`config.mk`:
```
export PLATFORM = sky130hd
export DESIGN_NAME = display_scan_ctrl
export DESIGN_NICKNAME = d
export VERILOG_FILES = /design/src/rtl/display_scan_ctrl.sv
export SDC_FILE = /design/constraint.sdc
export NUM_CORES = 1
export LEC_CHECK = 0
export CORE_ASPECT_RATIO = 2
export CORE_MARGIN = 4
export CORE_UTILIZATION = 40
export DETAILED_ROUTE_END_ITERATION = 8
export PLACE_DENSITY = 0.56
export SKIP_LAST_GASP = 1
export SLEW_MARGIN = 20
export SYNTH_ARGS = -nofsm -noshare
export SYNTH_HDL_FRONTEND = slang
export SYNTH_SLANG_ARGS = --single-unit
```
`constraint.sdc`:
```
create_clock -name clk -period 5.7 [get_ports clk]
set_clock_uncertainty 0.2 [all_clocks]
set_input_delay 0.855 -clock clk [delete_from_list [all_inputs] [get_ports clk]]
set_output_delay 0.855 -clock clk [all_outputs]
set_load 0.01 [all_outputs]
```
`src/rtl/display_scan_ctrl.sv`:
```
// Time-multiplexed 7-segment scan controller: steps one shared BCD decoder across
// N_DIGITS positions with per-slot dead time, frame-coherent loads, blanking and blinking.
module display_scan_ctrl #(
    parameter int N_DIGITS     = 4,
    parameter int DIV          = 50000,
    parameter int GUARD        = 500,
    parameter int BLINK_FRAMES = 60
) (
    input  logic                    clk,
    input  logic                    rst_n,
    input  logic [4*N_DIGITS-1:0]   digits_in,
    input  logic                    load,
    input  logic [N_DIGITS-1:0]     blank_mask,
    input  logic [N_DIGITS-1:0]     blink_mask,
    output logic [3:0]              bcd_out,
    output logic [N_DIGITS-1:0]     digit_sel,
    output logic                    frame_done,
    output logic                    load_ack
);

    localparam int CW = $clog2(DIV);
    localparam int IW = $clog2(N_DIGITS);
    localparam int FW = (BLINK_FRAMES > 1) ? $clog2(BLINK_FRAMES) : 1;

    localparam logic [CW-1:0] CNT_LAST  = CW'(DIV - 1);
    localparam logic [IW-1:0] IDX_LAST  = IW'(N_DIGITS - 1);
    localparam logic [FW-1:0] FCNT_LAST = FW'(BLINK_FRAMES - 1);

    typedef enum logic {S_GUARD, S_ON} state_t;

    localparam state_t STATE_RST = (GUARD > 0) ? S_GUARD : S_ON;

    state_t                  state, state_n;
    logic [CW-1:0]           cnt, cnt_n;
    logic [IW-1:0]           idx, idx_n;
    logic [FW-1:0]           fcnt, fcnt_n;
    logic                    blink_phase, phase_n;
    logic [4*N_DIGITS-1:0]   stg, stg_n;
    logic [4*N_DIGITS-1:0]   act, act_n;
    logic                    pending, pending_n;
    logic                    ack_n;
    logic                    slot_end, wrap;
    logic [3:0]              bcd_n;
    logic [N_DIGITS-1:0]     sel_n;

    assign slot_end = (cnt == CNT_LAST);
    assign wrap     = slot_end && (idx == IDX_LAST);

    // State register plus scan counters and the staging/active value registers.
    always_ff @(posedge clk or negedge rst_n) begin
        if (!rst_n) begin
            state       <= STATE_RST;
            cnt         <= '0;
            idx         <= '0;
            fcnt        <= '0;
            blink_phase <= 1'b0;
            stg         <= '0;
            act         <= '0;
            pending     <= 1'b0;
        end else begin
            state       <= state_n;
            cnt         <= cnt_n;
            idx         <= idx_n;
            fcnt        <= fcnt_n;
            blink_phase <= phase_n;
            stg         <= stg_n;
            act         <= act_n;
            pending     <= pending_n;
        end
    end

    // Slot/digit/frame counting; act only ever changes on the wrap so a frame is never mixed.
    always_comb begin
        cnt_n     = slot_end ? '0 : cnt + 1'b1;
        idx_n     = idx;
        fcnt_n    = fcnt;
        phase_n   = blink_phase;
        stg_n     = stg;
        act_n     = act;
        pending_n = pending;
        ack_n     = 1'b0;

        if (slot_end)
            idx_n = (idx == IDX_LAST) ? '0 : idx + 1'b1;

        if (wrap) begin
            if (fcnt == FCNT_LAST) begin
                fcnt_n  = '0;
                phase_n = ~blink_phase;
            end else begin
                fcnt_n = fcnt + 1'b1;
            end
        end

        if (wrap) begin
            if (load) begin
                act_n = digits_in;
                stg_n = digits_in;
                ack_n = 1'b1;
            end else if (pending) begin
                act_n = stg;
                ack_n = 1'b1;
            end
            pending_n = 1'b0;
        end else if (load) begin
            stg_n     = digits_in;
            pending_n = 1'b1;
        end
    end

    // Next-state: dead time at the start of each slot, on for the remainder.
    always_comb begin
        state_n = state;
        case (state)
            S_GUARD: state_n = (int'(cnt_n) >= GUARD) ? S_ON : S_GUARD;
            S_ON:    state_n = (slot_end && (GUARD > 0)) ? S_GUARD : S_ON;
            default: state_n = STATE_RST;
        endcase
    end

    // Outputs are computed from next-cycle values so the registered copy matches the current slot.
    always_comb begin
        bcd_n = act_n[{idx_n, 2'b00} +: 4];
        sel_n = '0;
        if ((state_n == S_ON) && !blank_mask[idx_n] && !(blink_mask[idx_n] && phase_n))
            sel_n[idx_n] = 1'b1;
    end

    always_ff @(posedge clk or negedge rst_n) begin
        if (!rst_n) begin
            bcd_out    <= 4'h0;
            digit_sel  <= '0;
            frame_done <= 1'b0;
            load_ack   <= 1'b0;
        end else begin
            bcd_out    <= bcd_n;
            digit_sel  <= sel_n;
            frame_done <= wrap;
            load_ack   <= ack_n;
        end
    end

endmodule

```
Yosys cells after proc, flatten, opt, wreduce, memory -nomap -nowiden:

Cells that the tools add are included.

* bits in registers: 69
* latch bits: 0
* bits in writable memories: 0
* ROM bits: 0
* input port bits: 27
* output and inout bits: 10
* word-level logic and storage cells: 56
* memories kept: 0

* add/subtract/negate cells: 3
* multipliers: 0
* divide/modulo/power cells: 0
* order comparisons: 3
* equal/unequal tests: 3
* shift operators: 1
* mux-type cells: 24
* bitwise logic cells: 2
* reduce and logical (&&, ||, !) cells: 8

Operators by type and width (number)
* $mux 16: 4
* $add 16x1->16 const B: 1
* $eq 16x16->1 const B: 1
* $ge 16x9->1 const B: 1
* $shiftx 16x5->4: 1
* $mux 1: 12
* $add 6x1->6 const B: 1
* $eq 6x6->1 const B: 1
* $mux 6: 1
* $logic_and 1x1->1: 5
* $bmux 1 s2: 2
* $mux 2: 2
* $mux 4: 1
* $lt 2x3->1 const B: 1
* $add 2x1->2 const B: 1
* $demux 1 s2: 1
* $eq 2x2->1 const B: 1
* $ge 2x1->1 const B: 1
* $logic_not 1->1: 2
* $not 1->1: 2
* $pmux 1 s2: 1
* $reduce_bool 2->1: 1

Logic depth before layout (Yosys ltp):

Gate-level depths: netlist of run 1.

* depth in word-level cells: 9
* depth in mapped cells: 8
* gate-level depth less buffers: 8

Worst setup path after synthesis of run 1:

OpenSTA, ideal clock, no wires.

* path kind: reg-to-reg
* start: register cnt[13]
* end: register digit_sel[1]
* data arrival time: 2839 ps
* required time: 5399 ps
* slack: 2560 ps
* cell stages (with the launch flop): 9
* period minus slack after synthesis: 3140 ps
* cells stage by stage: dfrtp_1 > buf_6 > or4b_4 > nor4_4 > mux2i_1 > clkinv_1 > mux2_2 > o221a_1 > nor4_1

* longest elaborated chain between the ends: 8

RTL lines
* from (decl): RTL line 34 `logic [CW-1:0] cnt, cnt_n;`
* from (signal assigned): RTL line 62 `cnt <= cnt_n;`
* $eq 16x16->1 (*): RTL line 46 `assign slot_end = (cnt == CNT_LAST);`
* $mux 2 (*): RTL line 83 `if (slot_end)`
* via idx_n[1]: RTL line 35 `logic [IW-1:0] idx, idx_n;`
* parallel branches: the longest is 5 deep, another holds $lt 2x3->1
* $mux 4 (*): RTL line 125 `if ((state_n == S_ON) && !blank_mask[idx_n] && !(blink_mask[idx_n] && phase_n))`
* via sel_n[1]: RTL line 44 `logic [N_DIGITS-1:0] sel_n;`
* to (signal assigned): RTL line 137 `digit_sel <= sel_n;`
* to (decl): RTL line 16 `output logic [N_DIGITS-1:0] digit_sel,`

Mark *: on every way through the listed nets, which the timed path passes. The select of a mux whose other input is x is not followed.
A chain may end at the register's enable or synchronous reset.

Worst setup path in the final report of run 1:

* start: register cnt[7]
* end: register digit_sel[1]

The elaborated chain is that of the path after synthesis.

==> results of run 1 <==
## worst max path at each step
stage             from      endpoint  cells after the start
3_3_place_gp      load    bcd_out[3]                      6
4_1_cts        cnt[10]  digit_sel[3]                      8
5_1_grt         cnt[0]  digit_sel[1]                      9
3_5_place_dp      load    bcd_out[3]                      6
6_report        cnt[7]  digit_sel[1]                      8
2_1_floorplan  cnt[13]  digit_sel[1]                      8
## power by group through the flow
stage / logic (W) / clock network (W) / registers [W]
after global placement: 0.0000514 / 0 / 0.000512
after floorplan: 0.0000178 / 0 / 0.000512
after detailed placement: 0.0000516 / 0 / 0.000513
after global routing: 0.0000553 / 0.000526 / 0.000505
after CTS: 0.0000517 / 0.000503 / 0.000505
final: 0.0000494 / 0.000494 / 0.000504
## cell type report
| type | count | area (µm²) |
|---|---|---|
| well taps | 94 | 118 |
| inverters | 5 | 18.8 |
| repair buffers | 38 | 370 |
| clock inverters | 2 | 10.0 |
| multi-input cells | 178 | 1340 |
| flip-flops and latches | 69 | 1730 |
| clock buffers | 13 | 250 |
| fillers | 719 | 3770 |
## cells in the mapped netlist (4+ instances only)
cell type   n  area share
nor3_1      6      0.0096
nand2_1    12       0.014
nand3_1     8       0.013
clkbuf_1    4      0.0048
inv_1       4      0.0048
nand4_1     7       0.014
mux2i_1     7       0.022
and2_1      8       0.016
mux2_2     28        0.10
xor2_1     11       0.031
nand2b_1    4      0.0080
and3_1      5       0.010
xnor2_1     9       0.025
nor2_1     21       0.025
dfrtp_1    69        0.55
o21ai_0     7       0.011
## metal layers
metal	share of wire	global-route usage	up-vias
met5	0	0	-
met4	0.038	0.0874	0
met3	0.041	0.0380	20
met2	0.56	0.291	49
met1	0.36	0.164	1039
li1	-	-	1004
## cells in the final DEF (no fill, tap or decap), types with 3 or more instances in the layout
master	instances
clkbuf_1	3
nand3_1	8
nand4_1	7
inv_1	4
mux2i_1	7
nand2b_1	4
a21oi_1	3
xor2_1	11
dfrtp_1	69
or2_2	3
ha_1	3
a22o_1	3
nor2_1	21
xnor2_1	9
nor2b_1	3
clkbuf_16	9
and3_1	5
nand2_1	12
nor4_1	3
mux2_2	28
and2_1	8
nor3_1	6
clkdlybuf4s50_1	35
o21ai_0	7
## kinds of logic (layout without fill, tap and decap cells)
| kind of cell | after synthesis | after routing | share of synthesized area |
|---|---|---|---|
| DFF | 69 | 69 | 0.552 |
| xor gates and xnor gates | 20 | 20 | 0.0560 |
| buffers and inverters | 13 | 58 | 0.0196 |
| and+or+nand+nor | 93 | 93 | 0.173 |
| adders and majority gates | 3 | 3 | 0.0120 |
| muxes | 36 | 36 | 0.128 |
| AOI/OAI and AO/OA | 26 | 26 | 0.0588 |
## flip-flops by register name (all words and copies together) (netlist names), 2 cells and up
| register | cells |
|---|---|
| act | 16 |
| bcd_out | 4 |
| cnt | 16 |
| digit_sel | 4 |
| fcnt | 6 |
| idx | 2 |
| stg | 16 |
## worst max-delay path: stages, from the launching register on
cell and delay (ps):
dfrtp_1 480, or4bb_1 660, nor4_4 180, buf_4 280, mux2i_1 430, clkinv_1 320, mux2_2 350, o221a_1 290
nor4_1 260
## metrics by stage
step / setup WS [ps] / instances
2_1_floorplan: 2560 / 260
3_3_place_gp: 1970 / 384
3_5_place_dp: 1950 / 384
4_1_cts: 2150 / 399
5_1_grt: 1830 / 399
6_report: 2130 / 399
==> flow_summary.yaml, run 1 <==
setup_path:
  crit_fanout: 17
  cp.arrival_ps: 3590
  r2r_slack_ps: 2130
  crit_path_end_kind: "flop"
  r2r_start: "cnt[7]"
  r2r-end: "digit_sel[1]"
  reg2reg_depth: 8
  crit_type: "reg2reg"
  worstSetupStartpointType: "flop"
  crit_required_ps: 5720
drt:
  avgViaCountPerCell: 5.29
  ant_nets: 0
  dr.first_iter.drc_count: 158
  drtPass1Iterations: 4
  remaining_drc_errors: 0
  wl_per_cell_um: 17.0
  vias: 2112
  finalWirelength_mm: 6.79
placed_design:
  port_buffers: 36
  place_hpwl_mm: 5.00
  gp_congestion: 0.746
  place_area_um2: 3570
pwr:
  power.share.switching: 0.207
  combinationalPowerShare: 0.047
  power_frac_seq: 0.481
  power_leakage_nw: 1.76
  power.internal_w: 0.000831
  p_switching_w: 0.000217
  p_clk_frac: 0.471
  power.density_nw_per_um2: 273
  p_total_w: 0.00105
  ir_worst_vdd_mv: 0.183
cts:
  cts_buffers: 9
  tritoncts: "yes"
  cts.repair.resized: 0
  post_cts_buffers: 0
  cts_hold_buffers: 0
  numClockSinks: 69
  clk_latency_ps: 330
  path_clk_slew_ps: 50
  cts_root_buffer: "clkbuf_16"
  h-tree-depth: 3
  cts_buffer_depth: 2
hold_path:
  hp-start: "stg[5]"
  hold_class: "reg2reg"
  holdPathEnd: "stg[5]"
  min_path_cells: 2
sta:
  drv_slew: 0
  timing.slew.headroom: 0.427
  finalCritPeriodShare: 0.626
  rsz0062_at_grt: "false"
  setup_viol_count_final: 0
  period_needed_ps: 3570
  hold_viol: 0
  fin_setup_tns_ps: 0
  tightest_slew_ps: 860
  max_freq_mhz: 280
  holdWs_ps: 292
floorplan:
  num_rows: 45
  die_h_um: 133
  start_util: 0.411
  die_w_um: 70.5
  core_um2: 7600
  fp.dieArea_um2: 9380
  ioPinCount: 37
layout:
  nets: 331
  fin_util: 0.504
  drive_gt1_frac: 0.170
  insertedDiodeCount: 0
  final_area_um2: 3830
  syn_to_final_growth_pct: 22.6
synthesis:
  ys_types: 50
  netlist_instances: 260
  syn_area_um2: 3130
  ys_seq_elements: 69
  syn_nets: 290
  syn_avg_cell_area_um2: 12.0
  synth-edff-count: 0
  ys_seq_area_frac: 0.552
  ys_warn_count: 0
  synthArstFlopShare: 1.00
  synth_flop_cell: "dfrtp_1"
global_routing:
  grt_max_degree: 70
  grt_overflow: 0
  first_global_vias: 2360
  track_usage: 0.160
  grt_pass1_wl_mm: 11.5
  antenna_found_initial: 0
run_status:
  status: "completed"
flow_run:
  cap_violations: 0
Note: power is estimated with default switching activity, not from simulation.
==> run 2, diff against run 1 <==
- clock period: 5.7 -> 3.3 ns (I/O delays scaled with it)
==> run 2 against run 1 <==
Against the previous run: critical path depth fell by 1; cell count rose by 1.8%; sequential power increased by 73%; critical path type unchanged; sequential cell count did not move; largest power group is now clock; cell area increased by 2.0%.
==> flow_summary.yaml, run 2 (synthesis results as in run 1) <==
run_status:
  status: "completed"
cts:
  numClockSinks: 69
  cts_buffer_depth: 2
  clk_latency_ps: 330
  cts_root_buffer: "clkbuf_16"
  post_cts_buffers: 0
  h-tree-depth: 3
  cts_buffers: 9
  cts.repair.resized: 0
  tritoncts: "yes"
  cts_hold_buffers: 0
  path_clk_slew_ps: 50
sta:
  holdWs_ps: 166
  finalCritPeriodShare: 0.921
  hold_viol: 0
  tightest_slew_ps: 892
  period_needed_ps: 3040
  fin_setup_tns_ps: 0
  setup_viol_count_final: 0
  timing.slew.headroom: 0.405
  max_freq_mhz: 329
  drv_slew: 0
  rsz0062_at_grt: "false"
  fin_ws_ps: 261
drt:
  remaining_drc_errors: 0
  finalWirelength_mm: 6.84
  drtPass1Iterations: 4
  wl_per_cell_um: 16.8
  dr.first_iter.drc_count: 75
  ant_nets: 0
  vias: 2108
  avgViaCountPerCell: 5.19
flow_run:
  cap_violations: 0
placed_design:
  place_hpwl_mm: 5.11
  port_buffers: 36
  pre_cts_ws_ps: 266
  dp.cells: 390
  gp_congestion: 0.806
global_routing:
  grt_pass1_wl_mm: 11.3
  track_usage: 0.159
  first_global_vias: 2316
  grt_overflow: 0
  grt_max_degree: 70
  antenna_found_initial: 0
setup_path:
  cp.buffers_inverters: 2
  max_stage_delay_ps: 530
  reg2reg_depth: 7
  crit_path_end_kind: "flop"
  path_delay_family: "simple AND/OR/NAND/NOR gates"
  crit_required_ps: 3320
  crit_type: "reg2reg"
  r2r_slack_ps: 260
  r2r_start: "cnt[14]"
  crit_fanout: 16
  cp.arrival_ps: 3060
  worstPathCellList: "or4b_4 -> nor4_4 -> buf_4 -> mux2i_1 -> inv_1 -> o221a_1 -> nor4_1"
  worstSetupStartpointType: "flop"
  r2r-end: "digit_sel[1]"
  crit_slowest_cell: "or4b_4"
pwr:
  power.share.switching: 0.208
  power.density_nw_per_um2: 483
  p_switching_w: 0.000393
  p_clk_frac: 0.493
  p_total_w: 0.00189
  power_frac_seq: 0.461
  combinationalPowerShare: 0.046
  power_leakage_nw: 1.80
  power.internal_w: 0.00150
  ir_worst_vdd_mv: 0.358
hold_path:
  hold_class: "in2async"
layout:
  final_common_cell: "dfrtp_1"
  final_cells: 406
  nets: 337
  drive_gt1_frac: 0.196
  top_regs: "act x16, cnt x16, stg x16"
  insertedDiodeCount: 0
  mostFrequentLayoutCells: "69 x dfrtp_1, 35 x clkdlybuf4s50_1, 28 x mux2_2"
  syn_to_final_growth_pct: 25.1
floorplan:
  core_um2: 7600
  fp.dieArea_um2: 9380
  ioPinCount: 37
  num_rows: 45
  die_h_um: 133
  die_w_um: 70.5
  start_util: 0.411
==> run 2: per-layer routing <==
layer	track usage	vias up	wire, µm
li1	-	1019	-
met1	0.167	1030	2530
met2	0.284	43	3850
met3	0.0395	16	227
met4	0.0810	0	235
met5	0	-	0
==> run 2: worst register-to-register path, delay by kind of cell (launching register included) <==
kind,cells,cell delay [ps]
buffers and inverters,2,440
and+or+nand+nor,3,1120
AOI/OAI and AO/OA,1,290
DFF,1,470
muxes,1,430
==> run 2: worst max-delay path by stage <==
stage / start / end / slack (ps) / depth (start not counted)
final: cnt[14] / digit_sel[1] / 260 / 7
after global routing: cnt[13] / digit_sel[3] / 60 / 7
after CTS: cnt[13] / digit_sel[1] / 240 / 7
after detailed placement: cnt[12] / digit_sel[1] / 270 / 7
after global placement: cnt[10] / bcd_out[3] / 310 / 7
after floorplan: cnt[13] / digit_sel[1] / 160 / 8
==> run 2: layout make-up <==
type | instances | area, µm²
Fill cell | 678 | 3690
Sequential cell | 69 | 1730
Multi-Input combinational cell | 178 | 1340
Timing Repair Buffer | 44 | 415
Clock buffer | 10 | 229
Tap cell | 94 | 118
Clock inverter | 6 | 63.8
Inverter | 5 | 18.8
==> run 2: power by group through the flow <==
stage / Combinational, W / Clock (W) / Sequential, W
floorplan: 0.0000308 / 0 / 0.000884
global placement: 0.0000897 / 0 / 0.000885
detailed placement: 0.0000893 / 0 / 0.000886
CTS: 0.0000900 / 0.000958 / 0.000870
global route: 0.0000965 / 0.00100 / 0.000871
finish: 0.0000863 / 0.000932 / 0.000870
==> run 2: stage by stage <==
step | util | instance area, µm²
final | 0.514 | 3910
after global placement | 0.476 | 3620
after detailed placement | 0.476 | 3620
after floorplan | - | 3130
after CTS | 0.514 | 3910
after global routing | 0.514 | 3910
